## config.mk

```make
export PLATFORM = sky130hd
export DESIGN_NAME = link_tx_arbiter
export DESIGN_NICKNAME = d
export VERILOG_FILES = /design/src/rtl/link_tx_arbiter.sv
export SDC_FILE = /design/constraint.sdc
export NUM_CORES = 1
export LEC_CHECK = 0
export BUFFER_PORTS_ARGS = -buffer_cell sky130_fd_sc_hd__buf_2
export CELL_PAD_IN_SITES_DETAIL_PLACEMENT = 0
export CELL_PAD_IN_SITES_GLOBAL_PLACEMENT = 2
export CORE_MARGIN = 2
export CORE_UTILIZATION = 31
export DETAILED_ROUTE_END_ITERATION = 10
export HOLD_SLACK_MARGIN = 0.02
export PLACE_DENSITY_LB_ADDON = 0.25
export SYNTH_ARGS = -nofsm -noshare
export SYNTH_HDL_FRONTEND = slang
export SYNTH_SLANG_ARGS = --single-unit
export TNS_END_PERCENT = 30
```

## constraint.sdc

```tcl
create_clock -name clk_ext -period 5.4 [get_ports clk_ext]
set_input_delay 0 -clock clk_ext [delete_from_list [all_inputs] [get_ports clk_ext]]
set_output_delay 0 -clock clk_ext [all_outputs]
set_load 0.02 [all_outputs]
```

## src/rtl/link_tx_arbiter.sv

```systemverilog
// link_tx_arbiter: round-robin scheduler for the 16-bit external sample link.
// Four 14-bit requesters share the link. Each owner may send up to BURST words
// before the link is re-arbitrated. A sync word is inserted every SYNC_PERIOD
// cycles, and an idle word is sent on any cycle that carries no requester word.
// Link word format: {chan[1:0], data[13:0]}.
module link_tx_arbiter #(
    parameter int unsigned BURST       = 8,
    parameter int unsigned SYNC_PERIOD = 256,
    parameter logic [15:0] SYNC_WORD   = 16'hFFFF,
    parameter logic [15:0] IDLE_WORD   = 16'h0000
) (
    input  logic        clk_ext,
    input  logic        rst,
    input  logic [3:0]  ch_en,
    input  logic [3:0]  req_valid,
    input  logic [55:0] req_data,
    output logic [3:0]  req_ready,
    output logic [15:0] link_data,
    output logic        link_valid,
    output logic        link_sync,
    output logic [1:0]  owner
);

    localparam int unsigned DATA_W     = 14;
    localparam logic [7:0]  BURST_LAST = 8'(BURST - 1);
    localparam logic [15:0] SYNC_LAST  = 16'(SYNC_PERIOD - 1);

    typedef enum logic [0:0] {ARB, XFER} state_t;

    state_t              state;
    state_t              state_nxt;
    logic [1:0]          owner_nxt;
    logic [7:0]          burst_cnt;
    logic [7:0]          burst_cnt_nxt;
    logic [15:0]         sync_cnt;
    logic                sync_due;
    logic                accept;
    logic [2:0]          pick;
    logic [DATA_W-1:0]   own_data;

    // Round-robin search: first candidate starting at last+1, wrapping 3->0.
    // The previous owner itself is considered last. Returns {found, index}.
    function automatic logic [2:0] rr_pick(input logic [3:0] cand, input logic [1:0] last);
        logic [1:0] idx;
        rr_pick = 3'b000;
        for (int k = 4; k >= 1; k--) begin
            idx = last + 2'(k);
            if (cand[idx]) rr_pick = {1'b1, idx};
        end
    endfunction

    assign sync_due = (SYNC_PERIOD != 0) && (sync_cnt == SYNC_LAST);
    assign own_data = req_data[owner*DATA_W +: DATA_W];

    // Next-state, grant and handshake logic; ready is held low while rst is
    // asserted so a requester never sees a handshake whose word gets dropped.
    always_comb begin
        state_nxt     = state;
        owner_nxt     = owner;
        burst_cnt_nxt = burst_cnt;
        req_ready     = 4'b0000;
        accept        = 1'b0;
        pick          = rr_pick(ch_en & req_valid, owner);
        case (state)
            ARB: begin
                if (pick[2]) begin
                    owner_nxt     = pick[1:0];
                    burst_cnt_nxt = 8'd0;
                    state_nxt     = XFER;
                end
            end
            XFER: begin
                req_ready[owner] = ch_en[owner] & ~sync_due & ~rst;
                accept           = req_valid[owner] & req_ready[owner];
                if (accept) burst_cnt_nxt = burst_cnt + 8'd1;
                // A sync slot neither accepts nor ends the burst on its own.
                if ((accept && (burst_cnt == BURST_LAST)) || !req_valid[owner] || !ch_en[owner])
                    state_nxt = ARB;
            end
            default: state_nxt = ARB;
        endcase
    end

    // Control registers: FSM state, owner, burst and sync counters.
    always_ff @(posedge clk_ext) begin
        if (rst) begin
            state     <= ARB;
            owner     <= 2'd3;
            burst_cnt <= 8'd0;
            sync_cnt  <= 16'd0;
        end else begin
            state     <= state_nxt;
            owner     <= owner_nxt;
            burst_cnt <= burst_cnt_nxt;
            if (sync_due)
                sync_cnt <= 16'd0;
            else
                sync_cnt <= sync_cnt + 16'd1;
        end
    end

    // Registered link word: sync slot wins over an accepted word, else idle.
    always_ff @(posedge clk_ext) begin
        if (rst) begin
            link_data  <= IDLE_WORD;
            link_valid <= 1'b0;
            link_sync  <= 1'b0;
        end else if (sync_due) begin
            link_data  <= SYNC_WORD;
            link_valid <= 1'b0;
            link_sync  <= 1'b1;
        end else if (accept) begin
            link_data  <= {owner, own_data};
            link_valid <= 1'b1;
            link_sync  <= 1'b0;
        end else begin
            link_data  <= IDLE_WORD;
            link_valid <= 1'b0;
            link_sync  <= 1'b0;
        end
    end

endmodule
```

==> results by stage <==
Synth:
- The combinational family with the most area after synthesis is simple AND/OR/NAND/NOR gates.
- The Yosys step of the flow raised 0 warnings.
- The most used flip-flop cell after synthesis is dfxtp_1.
- The proportion of register bits with asynchronous set or reset after synthesis is 0%.
- The average instance area after synthesis is 9.58 um^2.
- The post-synthesis cell area is 0.00247 mm^2.
- The dominant cell type by area after synthesis is dfxtp_1.
- The count of mapped cells out of synthesis is 258.
- The adder and majority gate portion of the synthesized area is 3.04%.
- In this run, synthesis inferred 0 flip-flops with an integrated enable.
- The portion of synthesized area spent on multiplexers is 17.6%.
- The total of flip-flops plus latches after synthesis is 45.
- The portion of the post-synthesis area used by sequential elements is 36.5%.
- Sorting the synthesized cells by area gives the leading types as dfxtp_1, mux4_2, nand3_1, nand2_1, ha_1.
- The synthesized design devotes to its leading area cell type 36.5% of total area.
- The synthesized netlist net count is 330.
- Of the total synthesized cell area, the portion taken by XOR and XNOR cells is 4.25%.
- The count of cell types in the netlist is 47.
- The compound-gate portion of the synthesized area is 12.5%.
- The area share of and/or/nand/nor cells after synthesis is 21.7%.

Hold path:
- The number of stages on the worst hold path is 4.
- The worst min-delay path class is input pin to register.
- The worst min-delay path startpoint is req_data[40].

Finish:
- The finished cells cover 0.00311 mm^2.
- The layout overhead on the synthesized area is 26.0%.
- The ratio of cells with drive above 1 in the final layout is 36.5%.
- The most common library cell in the layout ignoring fill and taps is buf_2.
- The number of nets in the final layout is 413.
- Summing all multi-input logic gate instances after layout gives 0.00146 mm^2.
- The top cell types in the final layout, fill and taps aside, are buf_2, dfxtp_1, nand2_1, nand3_1, nor2_1.
- Across the whole layout, storage elements account for 902 um^2.
- The antenna diode count is 0.
- The layout has 814 filler cells.

Routing:
- In the routed layout, each cell is associated on average with a via count of 5.13.
- The topmost layer with routed signal wires is met4.
- The first routing iteration left 103 violations.
- In the routed design, unresolved DRC markers number 0.
- The vias after detailed routing is 2277.
- For this block, wires on met1 add up to 3120 um.
- The detailed route wirelength on metal2 is 3100 um.
- The number of search-and-repair iterations in the first detailed-routing pass is 4.
- Summed over all layers, the routed wires come to 6760 um.
- The count of nets left with antenna violations once routing finished came out at 0.
- The routed wirelength normalized by instance count is 15.2 um.
- The routed wire length on met3 is 443 um.

Power:
- Overall power consumption after layout is estimated at 0.000832 W.
- The maximum resistive drop on vdd is 0.000113 V.
- The cell area power density is 267 mW/mm^2.
- For this design the static power due to leakage is 1.39 nW.

Worst setup path:
- The delay of the slowest critical-path stage is 1.07 ns.
- The critical path crosses 5 cells after its start point.
- For the worst setup path, the data arrival time is 3.31 ns.
- The sort of element at the end of the critical path is a register.
- Along the worst path, the maximum fanout reaches 26.
- The required time of the critical path is 5.59 ns.
- The count of buffer and inverter cells on the critical path is 0.
- The critical setup path kind is register to register.
- Traced cell by cell, the critical path runs through mux2i_1, o22ai_1, o2111a_1, nand2_1, o311ai_0.
- The worst setup path is launched from a register.
- In this run the critical register-to-register path is launched from owner[1].
- The slowest stage of the critical path belongs to the cell dfxtp_1.
- For the worst flop-to-flop path, the logic depth is 5.
- Broken down by cell family, the worst path's largest delay share belongs to compound AO/OA/AOI/OAI gates.
- The worst setup path startpoint is owner[1].

GRT:
- The first global-routing pass estimated 11000 um of wire.
- Entering global routing, the biggest net connects 35 pins.
- The total routing resource utilization after global routing is 16.0%.
- The number of global-route vias before repair came to 2244.
- The final global-route overflow total is 0.
- The initial antenna violation count is 0.

Timing:
- The final worst-path cycle share is 57.8%.
- Counting I/O delays and the setup requirement, the final critical path takes 3.12 ns.
- The setup total negative slack is 0 ns.
- Setup violations remaining at the end of the flow were counted as 0.
- The highest clock frequency the design can meet is 0.320 GHz.
- The hold slack is 0.149 ns.
- The transition time at the pin with the least slew margin is 1.12 ns.
- The count of final hold-check violations is 0.
- The worst path setup slack after routing is 2.28 ns.
- Setup repair after global routing left no endpoint under its margin.
- The count of pins over their slew limit is 0.
- The maximum clock skew at final layout is 0.0104 ns.
- The worst pin sits at a relative slew slack of 24.9%.

Clocking:
- The cell chosen for the clock root is clkbuf_8.
- The number of buffers created by CTS is 5.
- The number of gates resized after CTS is 0.
- The maximum count of clock buffers along a single path is 2.
- The clock-pin slew on the worst setup and hold paths is 0.08 ns.
- The later-pin clock latency in the skew report is 0.30 ns.
- The clock net in this run drives a total of 45 sinks.
- Buffers inserted to repair hold after CTS numbered 1.
- Buffers added to address setup during post-CTS repair amount to 0.
- The H-tree depth is 2.
- The TritonCTS clock tree is yes.

Floorplan:
- The initial utilization of the core area, before any placement, comes to 32.0%.
- The placement row count is 32.
- The core region is 0.00773 mm^2.
- The floorplan step set the die width to 93.3 um.
- The die outline area is 0.00870 mm^2.
- The vertical die dimension is 93.3 um.
- In this run the count of I/O pins placed on the die edge is 90.

Place:
- The sum of net half-perimeters after detailed placement is 5060 um.
- Before CTS, the worst setup slack after placement is 2.22 ns.
- The count of buffers added on input and output ports is 89.
- The global placement routability congestion is 0.727.
- In this run the cell area measured after placement is 0.00299 mm^2.

Run:
- The count of maximum capacitance violations is 0.

Status:
- The flow ran to the end, and the final reports show no timing, DRC or antenna violations.
per-layer routing:
layer  vias up  global-route usage [%]
met4         0                    5.27
met3         6                    3.95
met5         -                       0
met1      1087                    20.8
li1       1120                       -
met2        64                    26.0
where the power goes:
group	internal, W	leakage [nW]	total (W)	switching [W]
clock network	0.000151	0.0585	0.000266	0.000115
logic	0.000101	0.973	0.000189	0.0000884
registers	0.000340	0.364	0.000377	0.0000369
total	0.000592	1.39	0.000832	0.000240
sequential cells by signal, indices dropped and copies added, names as in the netlist:
name        flops
owner           2
link_sync       1
link_data      16
state           1
burst_cnt       8
link_valid      1
sync_cnt       16
metrics by stage:
stage,instances,util [%]
4_1_cts,444,40.3
3_5_place_dp,435,38.7
5_1_grt,444,40.3
6_report,444,40.3
3_3_place_gp,435,38.7
2_1_floorplan,258,-
worst reg2reg max path: cells and delay by family, from the launching register on:
kind | cells | cell delay [ns]
AOI/OAI and AO/OA | 3 | 1.42
DFF | 1 | 1.07
and+or+nand+nor | 1 | 0.33
muxes | 1 | 0.20
logic make-up after synthesis:
family          count (synthesis)
simple gates                  108
flops                          45
compound gates                 39
buf+inv                        25
mux                            23
xor+xnor                       12
fa+ha+maj                       6
synth_stat cells (4+ instances only):
library cell	number
and2_1	5
ha_1	6
buf_1	5
a31oi_1	4
dfxtp_1	45
nand3_1	27
nor2_1	18
o2111ai_1	5
inv_1	8
xor2_1	6
a21oi_1	5
mux4_2	16
o211ai_1	4
o21ai_0	6
clkbuf_1	6
nand4_1	7
xnor2_1	6
or4_1	4
nand2_1	30
mux2i_1	4
cell type report:
type | instances | share of cell area, %
multi-input combinational | 188 | 47.0
sequential | 45 | 29.0
timing repair buffer | 92 | 15.1
tap | 102 | 4.10
clock buffer | 7 | 2.77
inverter | 9 | 1.08
clock inverter | 1 | 0.964
worst paths after layout:
kind | to | slack (ns)
min | link_data[12] | 0.15
max | burst_cnt[3] | 2.28
max reg2reg | burst_cnt[3] | 2.28
min reg2reg | sync_cnt[0] | 0.47
Power figures use the tool's default switching activity.
